--- config.mk ---
export PLATFORM = sky130hd
export DESIGN_NAME = perm_lane_feeder
export DESIGN_NICKNAME = d
export VERILOG_FILES = /design/src/rtl/perm_pkg.sv /design/src/rtl/perm_lane_feeder.sv
export SDC_FILE = /design/constraint.sdc
export NUM_CORES = 2
export LEC_CHECK = 0
export CORE_AREA = 4 4 405 407
export DETAILED_ROUTE_END_ITERATION = 10
export DIE_AREA = 0 0 409 411
export GPL_TIMING_DRIVEN = 1
export PLACE_DENSITY = 0.65
export SLEW_MARGIN = 10
export SYNTH_ARGS = -nofsm -noshare
export SYNTH_HDL_FRONTEND = slang
export SYNTH_SLANG_ARGS = --single-unit
--- constraint.sdc ---
create_clock -name clk -period 5.25 [get_ports clk]
set_clock_uncertainty 0.1 [all_clocks]
set_input_delay 0.525 -clock clk [delete_from_list [all_inputs] [get_ports clk]]
set_output_delay 0.525 -clock clk [all_outputs]
set_load 0.01 [all_outputs]
--- src/rtl/perm_pkg.sv ---
// Shared constants and types for the SHA-3 permutation datapath: lane/chunk
// geometry, the feeder FSM encoding and the 1600-bit state type.
package perm_pkg;

  localparam int LANE_W  = 64;
  localparam int NLANES  = 25;
  localparam int CHUNK_W = 200;
  localparam int NCHUNKS = 8;
  localparam int STATE_W = 1600;

  localparam int LCNT_W = 5;
  localparam int CCNT_W = 3;

  localparam logic [LCNT_W-1:0] LAST_LANE = LCNT_W'(NLANES - 1);

  typedef enum logic {
    FILL = 1'b0,
    EMIT = 1'b1
  } feed_state_e;

  typedef logic [STATE_W-1:0] state_t;

  // Chunk k is the plain bit slice [200k+199:200k]; lanes may straddle chunks.
  function automatic logic [CHUNK_W-1:0] chunk_sel(input state_t s,
                                                   input logic [CCNT_W-1:0] k);
    return s[CHUNK_W*k +: CHUNK_W];
  endfunction

endpackage

--- src/rtl/perm_lane_feeder.sv ---
// Packs a 64-bit lane stream into a 1600-bit state and replays it to the
// permutation engine as eight 200-bit chunks (dix/din/pushin).
module perm_lane_feeder
  import perm_pkg::*;
(
  input  logic               clk,
  input  logic               reset,
  input  logic [LANE_W-1:0]  lane,
  input  logic               lane_valid,
  input  logic               lane_last,
  output logic               lane_ready,
  output logic [CCNT_W-1:0]  dix,
  output logic [CHUNK_W-1:0] din,
  output logic               pushin,
  output logic               busy
);

  // Handshake: a lane transfers on a posedge where lane_valid && lane_ready.
  // While lane_ready is low the source must hold lane/lane_last unchanged.
  // pushin has no backpressure: one chunk per cycle for eight cycles.

  feed_state_e        state_q, state_d;
  logic [LCNT_W-1:0]  lane_cnt_q, lane_cnt_d;
  logic [CCNT_W-1:0]  chunk_cnt_q, chunk_cnt_d;
  state_t             buf_q, buf_d;
  logic               pushin_d;
  logic [CCNT_W-1:0]  dix_d;
  logic [CHUNK_W-1:0] din_d;

  assign lane_ready = (state_q == FILL);
  assign busy       = (state_q == EMIT);

  always_comb begin
    state_d     = state_q;
    lane_cnt_d  = lane_cnt_q;
    chunk_cnt_d = chunk_cnt_q;
    buf_d       = buf_q;
    pushin_d    = 1'b0;
    dix_d       = '0;
    din_d       = '0;
    case (state_q)
      FILL: begin
        if (lane_valid) begin
          buf_d[LANE_W*lane_cnt_q +: LANE_W] = lane;
          lane_cnt_d = lane_cnt_q + LCNT_W'(1);
          // Chunk 0 leaves on the completing edge so the burst lines up
          // with lane_ready dropping; it must include the lane just taken.
          if (lane_last || (lane_cnt_q == LAST_LANE)) begin
            state_d     = EMIT;
            pushin_d    = 1'b1;
            din_d       = chunk_sel(buf_d, CCNT_W'(0));
            chunk_cnt_d = CCNT_W'(1);
          end
        end
      end
      EMIT: begin
        if (chunk_cnt_q != '0) begin
          pushin_d    = 1'b1;
          dix_d       = chunk_cnt_q;
          din_d       = chunk_sel(buf_q, chunk_cnt_q);
          chunk_cnt_d = chunk_cnt_q + CCNT_W'(1);
        end else begin
          // Counter wrapped after chunk 7: clear so short blocks zero-pad.
          state_d    = FILL;
          buf_d      = '0;
          lane_cnt_d = '0;
        end
      end
      default: state_d = FILL;
    endcase
  end

  always_ff @(posedge clk) begin
    if (!reset) begin
      state_q     <= FILL;
      lane_cnt_q  <= '0;
      chunk_cnt_q <= '0;
      buf_q       <= '0;
      pushin      <= 1'b0;
      dix         <= '0;
      din         <= '0;
    end else begin
      state_q     <= state_d;
      lane_cnt_q  <= lane_cnt_d;
      chunk_cnt_q <= chunk_cnt_d;
      buf_q       <= buf_d;
      pushin      <= pushin_d;
      dix         <= dix_d;
      din         <= din_d;
    end
  end

endmodule
Word level (Yosys, flattened, before mapping) --
Index checks and enable logic that the tools add are counted. W data, S select, Z words.
Word-level totals: flip-flop bits (word level) 1812, bits in latches 0, bits in writable memories 0, ROM bits 0, bits of input ports 68, output and inout bits 206, word-level logic and storage cells 43, memories kept 0
Cells by class: add/sub/neg operators 3, multiply operators 1, div/mod/pow operators 0, order comparisons 0, equality and inequality tests 5, shift-type cells 3, multiplexer cells 19, bitwise logic cells 1, reduce and logical (&&, ||, !) cells 5
Operators by type and width (number):
- $mux W1600 | 2
- $pmux W1600 S2 | 1
- $bwmux W1600 | 1
- $shift A64 B34 Y1600 const A | 1
- $shiftx A1600 B12 Y200 | 1
- $shiftx A64 B34 Y1600 | 1
- $mux W200 | 3
- $pmux W200 S2 | 1
- $neg A11 Y34 | 1
- $mux W5 | 2
- $pmux W5 S2 | 1
- $mux W3 | 3
- $mul A5 B3 Y8 const A | 1
- $pmux W3 S2 | 1
- $reduce_and A3 Y1 | 2
- $add A5 B1 Y5 const B | 1
- $eq A5 B5 Y1 const B | 1
- $ne A2 B1 Y1 const B | 2
- $ne A2 B2 Y1 const B | 2
- $add A3 B1 Y3 const B | 1
- $mux W1 | 3
- $reduce_bool A3 Y1 | 1
- $pmux W1 S2 | 1
- $reduce_and A2 Y1 | 1
- other kinds (2) | 2

Logic depth before layout (Yosys ltp) --
word-level depth 6, gate-level depth with buffers 15, gate-level depth less buffers 9

Least setup slack after synthesis --
No wires, ideal clock.
path kind reg2reg, start register chunk_cnt_q[1], end register buf_q[1222], setup time 101 ps, arrival 3016 ps, required time 5049 ps, slack 2033 ps, stages on the path, launching flop included 16, path buffers 8, period minus slack after synthesis 3217 ps, path through dfxtp_1 clkbuf_1 clkbuf_1 clkbuf_1 clkbuf_1 inv_1 ha_1 nand2b_1 nor2_1 nor2_1 buf_2 buf_2 buf_2 buf_1 nand3_1 o41ai_1
Between the ends: longest elaborated chain between the ends 3
RTL lines:
- start, declared | RTL line perm_lane_feeder.sv:24 | logic [CCNT_W-1:0] chunk_cnt_q, chunk_cnt_d;
- start signal, assigned | RTL line perm_lane_feeder.sv:85 | chunk_cnt_q <= chunk_cnt_d;
- $reduce_bool A3 Y1 | RTL line perm_lane_feeder.sv:57 | if (chunk_cnt_q != '0) begin
- $ne A2 B2 Y1 (no source line)
- $reduce_and A2 Y1 (no source line)
- end signal, assigned | RTL line perm_lane_feeder.sv:86 | buf_q <= buf_d;
- end, declared | RTL line perm_lane_feeder.sv:25 | state_t buf_q, buf_d;
Every way passes these cells. A chain may end at the register's enable or synchronous reset.

Worst setup path in the final report --
start register lane_cnt_q[1], end register buf_q[189]
Between the ends: longest elaborated chain between the ends 5, elaborated cells between the ends (all ways) 6, those cells by class 1 x add/sub; 2 x shift; 3 x mux
RTL lines:
- start, declared | RTL line perm_lane_feeder.sv:23 | logic [LCNT_W-1:0] lane_cnt_q, lane_cnt_d;
- start signal, assigned | RTL line perm_lane_feeder.sv:84 | lane_cnt_q <= lane_cnt_d;
- $neg A11 Y34 (*) | RTL line perm_lane_feeder.sv:44 | buf_d[LANE_W*lane_cnt_q +: LANE_W] = lane;
- $shiftx A64 B34 Y1600 / $shift A64 B34 Y1600 (equally long branches) | RTL line perm_lane_feeder.sv:44
- $bwmux W1600 (*) | RTL line perm_lane_feeder.sv:44
- $mux W1600 (*) | RTL line perm_lane_feeder.sv:43 | if (lane_valid) begin
- $pmux W1600 S2 (*) | RTL line perm_lane_feeder.sv:41 | case (state_q)
Every way passes the cells marked *; elsewhere a longest branch is shown, timed or not. The select of a mux whose other input is x is not followed.

==> qor.csv <==
stage,metric,value,unit
outcome,status,"finished, final reports clean",
place,I/O Buffers,273,
timing,Max Clk Rate,0.227,GHz
critical_path,worst endpoint required time,5940,ps
yosys,dominant synthesized flop cell,dfxtp_1,
die,height of the die,411,um
place,routability cong.,0.995,
clock_tree,worst skew pair latency,870,ps
pwr,P_leak,28.2,nW
timing,RSZ-0062 raised after global routing,no,
route,DRT iter0 DRCs,11000,
finish,# fillers,14100,
timing,setup_tns,0,ps
grt,pin count of the biggest net entering global routing,134,
grt,vias in the first global route,59900,
pwr,Pwr Density,357,nW/um2
clock_tree,CTS tree,built,
clock_tree,Max H-tree Level,4,
clock_tree,CTS Sinks,1812,
critical_path,Crit-path slowest cell,o21a_2,
die,DIE AREA,168000,um2
yosys,synth top area cells,"dfxtp_1 51%, mux4_2 12%, a22o_1 7.0%",
critical_path,CP endpoint kind,flip-flop,
die,Initial Util,44.8,%
finish,nets@finish,6571,
timing,Fin Hold WS,355,ps
yosys,Mapped Avg Cell Area,10.9,um2
critical_path,critical path class,flip-flop to flip-flop,
critical_path,CP Launch Type,flip-flop,
timing,minimum clock period,4410,ps
grt,initial antenna violation count,81,
critical_path,CP dominant cell by count,ha_1,
hold_path,Tightest Hold Check Type,flip-flop to flip-flop,
place,Area after DPL,76600,um2
pwr,Power Total,29.6,mW
timing,worst relative slew slack,8.95,%
timing,final hold vios,0,
place,total placed cells including tap cells,8471,
timing,number of setup violations in the final report,0,
die,# rows,147,
critical_path,"Max FO, Critical Path",24,
yosys,register bit total from synthesis,1812,
job,MaxCap Viol Count,0,
die,die width,409,um
route,WL final,357000,um
clock_tree,number of post-CTS setup repair buffers,0,
clock_tree,clock slew at reported path FFs,70,ps
yosys,Post-Syn Area,71700,um2
yosys,Synth top area share,50.6,%
clock_tree,CTS Buf Count,184,
timing,Slew @ Worst Pin,1360,ps
place,DPL Wire Length,226000,um
yosys,Mapped Cells,6571,
timing,crit share post-route,83.9,%
yosys,library cells used by synthesis,62,
grt,first-pass GRT wire length,489000,um
critical_path,"Critical Path, Cell by Cell",inv_1 -> ha_1 -> nor3b_1 -> ha_1 -> nand2b_1 -> nor2_2 -> o21ai_2 -> o21a_2 -> buf_4 -> a32o_1,
yosys,Yosys Warn Count,0,
route,DRC violations left,0,
yosys,asr flop ratio synth,0,%
finish,layout cells sized above 1,15.3,%
route,post-route antenna net violation count,0,
finish,"Design Area, Final",82800,um2
critical_path,Worst path max stage delay,680,ps
yosys,leading area contributor after synthesis,dfxtp_1,
yosys,Synthesized Nets,6644,
critical_path,Critical Path AT,5090,ps
finish,final non-filler cell total,8847,
finish,area of the multi-input gates,32400,um2
clock_tree,post_cts resized,0,
route,Wirelength per Cell,40.4,um
yosys,register area share after synthesis,50.6,%
die,I/O Pins,274,
clock_tree,Post-CTS Hold Buffers,1,
pwr,worst vdd ir,270,uV
clock_tree,root buffer cell,clkbuf_16,
route,Pre-antenna DRT Iters,6,
die,CORE AREA,160000,um2
timing,fin. max-slew vios,0,
grt,"Remaining Overflow, GRT",0,
grt,GR Util All Layers,41.1,%
clock_tree,Clock Path Buffers,3,
yosys,number of flops mapped to enable cells by yosys,0,
route,Vias/cell,7.24,
finish,Sequential Area,36300,um2
route,via count,64100,
finish,P&R area growth vs syn,15.5,%
[cell usage in the layout, fill, tap and decap left out, types with 14 or more instances in the layout]
master,instances
dfxtp_1,1809
nand3_1,864
o21ai_0,615
a22o_1,574
mux4_2,374
nand2_1,281
clkdlybuf4s50_1,272
buf_4,251
mux2i_1,231
o31ai_1,221
clkbuf_16,185
a32o_1,175
o22ai_1,113
a221o_1,82
o2bb2ai_1,57
a21oi_1,54
clkbuf_1,49
diode_2,43
nand4_1,41
clkbuf_8,39
and2_1,37
clkinv_2,32
buf_12,28
nor2_1,23
and2_0,21
a22oi_1,17
o311ai_0,17
nor2_4,14
[sequential cells by signal (all words and copies together) (netlist names)]
register	flops
buf_q	1600
busy	1
chunk_cnt_q	3
din	200
dix	3
lane_cnt_q	5
[layout make-up]
type                       instances  area share [%]
antenna                           43           0.130
multi-input combinational       3940            39.1
timing repair buffer             553            6.27
clock inverter                    60           0.932
clock buffer                     272            6.44
sequential                      1812            43.8
tap                             2160            3.26
inverter                           7          0.0317
[worst max-delay path, delay by kind of cell (launching register included)]
kind | cells | cell delay (ps)
AOI/OAI and AO/OA | 3 | 1380
adders and majority gates | 2 | 840
buffers and inverters | 2 | 560
DFF | 1 | 380
and+or+nand+nor | 3 | 980
[logic make-up after synthesis]
group           Yosys count  share of synthesized area [%]
xor+xnor                  7                          0.106
fa+ha+maj                 5                         0.0872
mux                     606                           15.0
compound gates         1976                           20.3
buf+inv                 819                           4.82
flops                  1812                           50.6
simple gates           1346                           9.16
[path summary, 6_finish.rpt]
path / startpoint / endpoint / slack, ps / depth (start not counted)
setup / recovery: lane_cnt_q[1] / buf_q[189] / 840 / 10
hold / removal: buf_q[798] / buf_q[798] / 350 / 2
setup reg to reg: lane_cnt_q[1] / buf_q[189] / 840 / 10
hold reg to reg: buf_q[798] / buf_q[798] / 350 / 2
[metal layers]
layer,track usage [%],routed length [um]
met1,50.5,124000
met2,55.8,141000
met3,16.4,54800
met4,34.9,36800
met5,0.575,575
[synth_stat cells, types with 7 or more instances]
cell / count
dfxtp_1: 1812
nand3_1: 871
o21ai_0: 615
a22o_1: 574
clkbuf_1: 498
mux4_2: 374
nand2_1: 285
mux2i_1: 231
o31ai_1: 221
buf_2: 204
a32o_1: 175
o22ai_1: 113
a221o_1: 82
buf_1: 72
o2bb2ai_1: 57
a21oi_1: 54
and2_1: 41
nand4_1: 41
nor2_1: 37
o311ai_0: 29
buf_4: 23
and2_0: 21
a22oi_1: 17
o211ai_1: 12
clkbuf_2: 11
nor3_1: 10
inv_1: 7
nor2b_1: 7
[power by group]
group | leakage [nW] | internal, mW | switching [mW]
Combinational | 10.6 | 0.493 | 1.83
Clock | 3.01 | 7.57 | 5.89
Sequential | 14.6 | 13.8 | 0.0445
[through the flow]
step / worst slack [ps] / util, %
global placement: 1140 / 47.8
CTS: 1010 / 51.6
global route: 779 / 51.7
finish: 843 / 51.7
floorplan: 2030 / -
detailed placement: 1060 / 47.8
(Power assumes the default switching activity.)
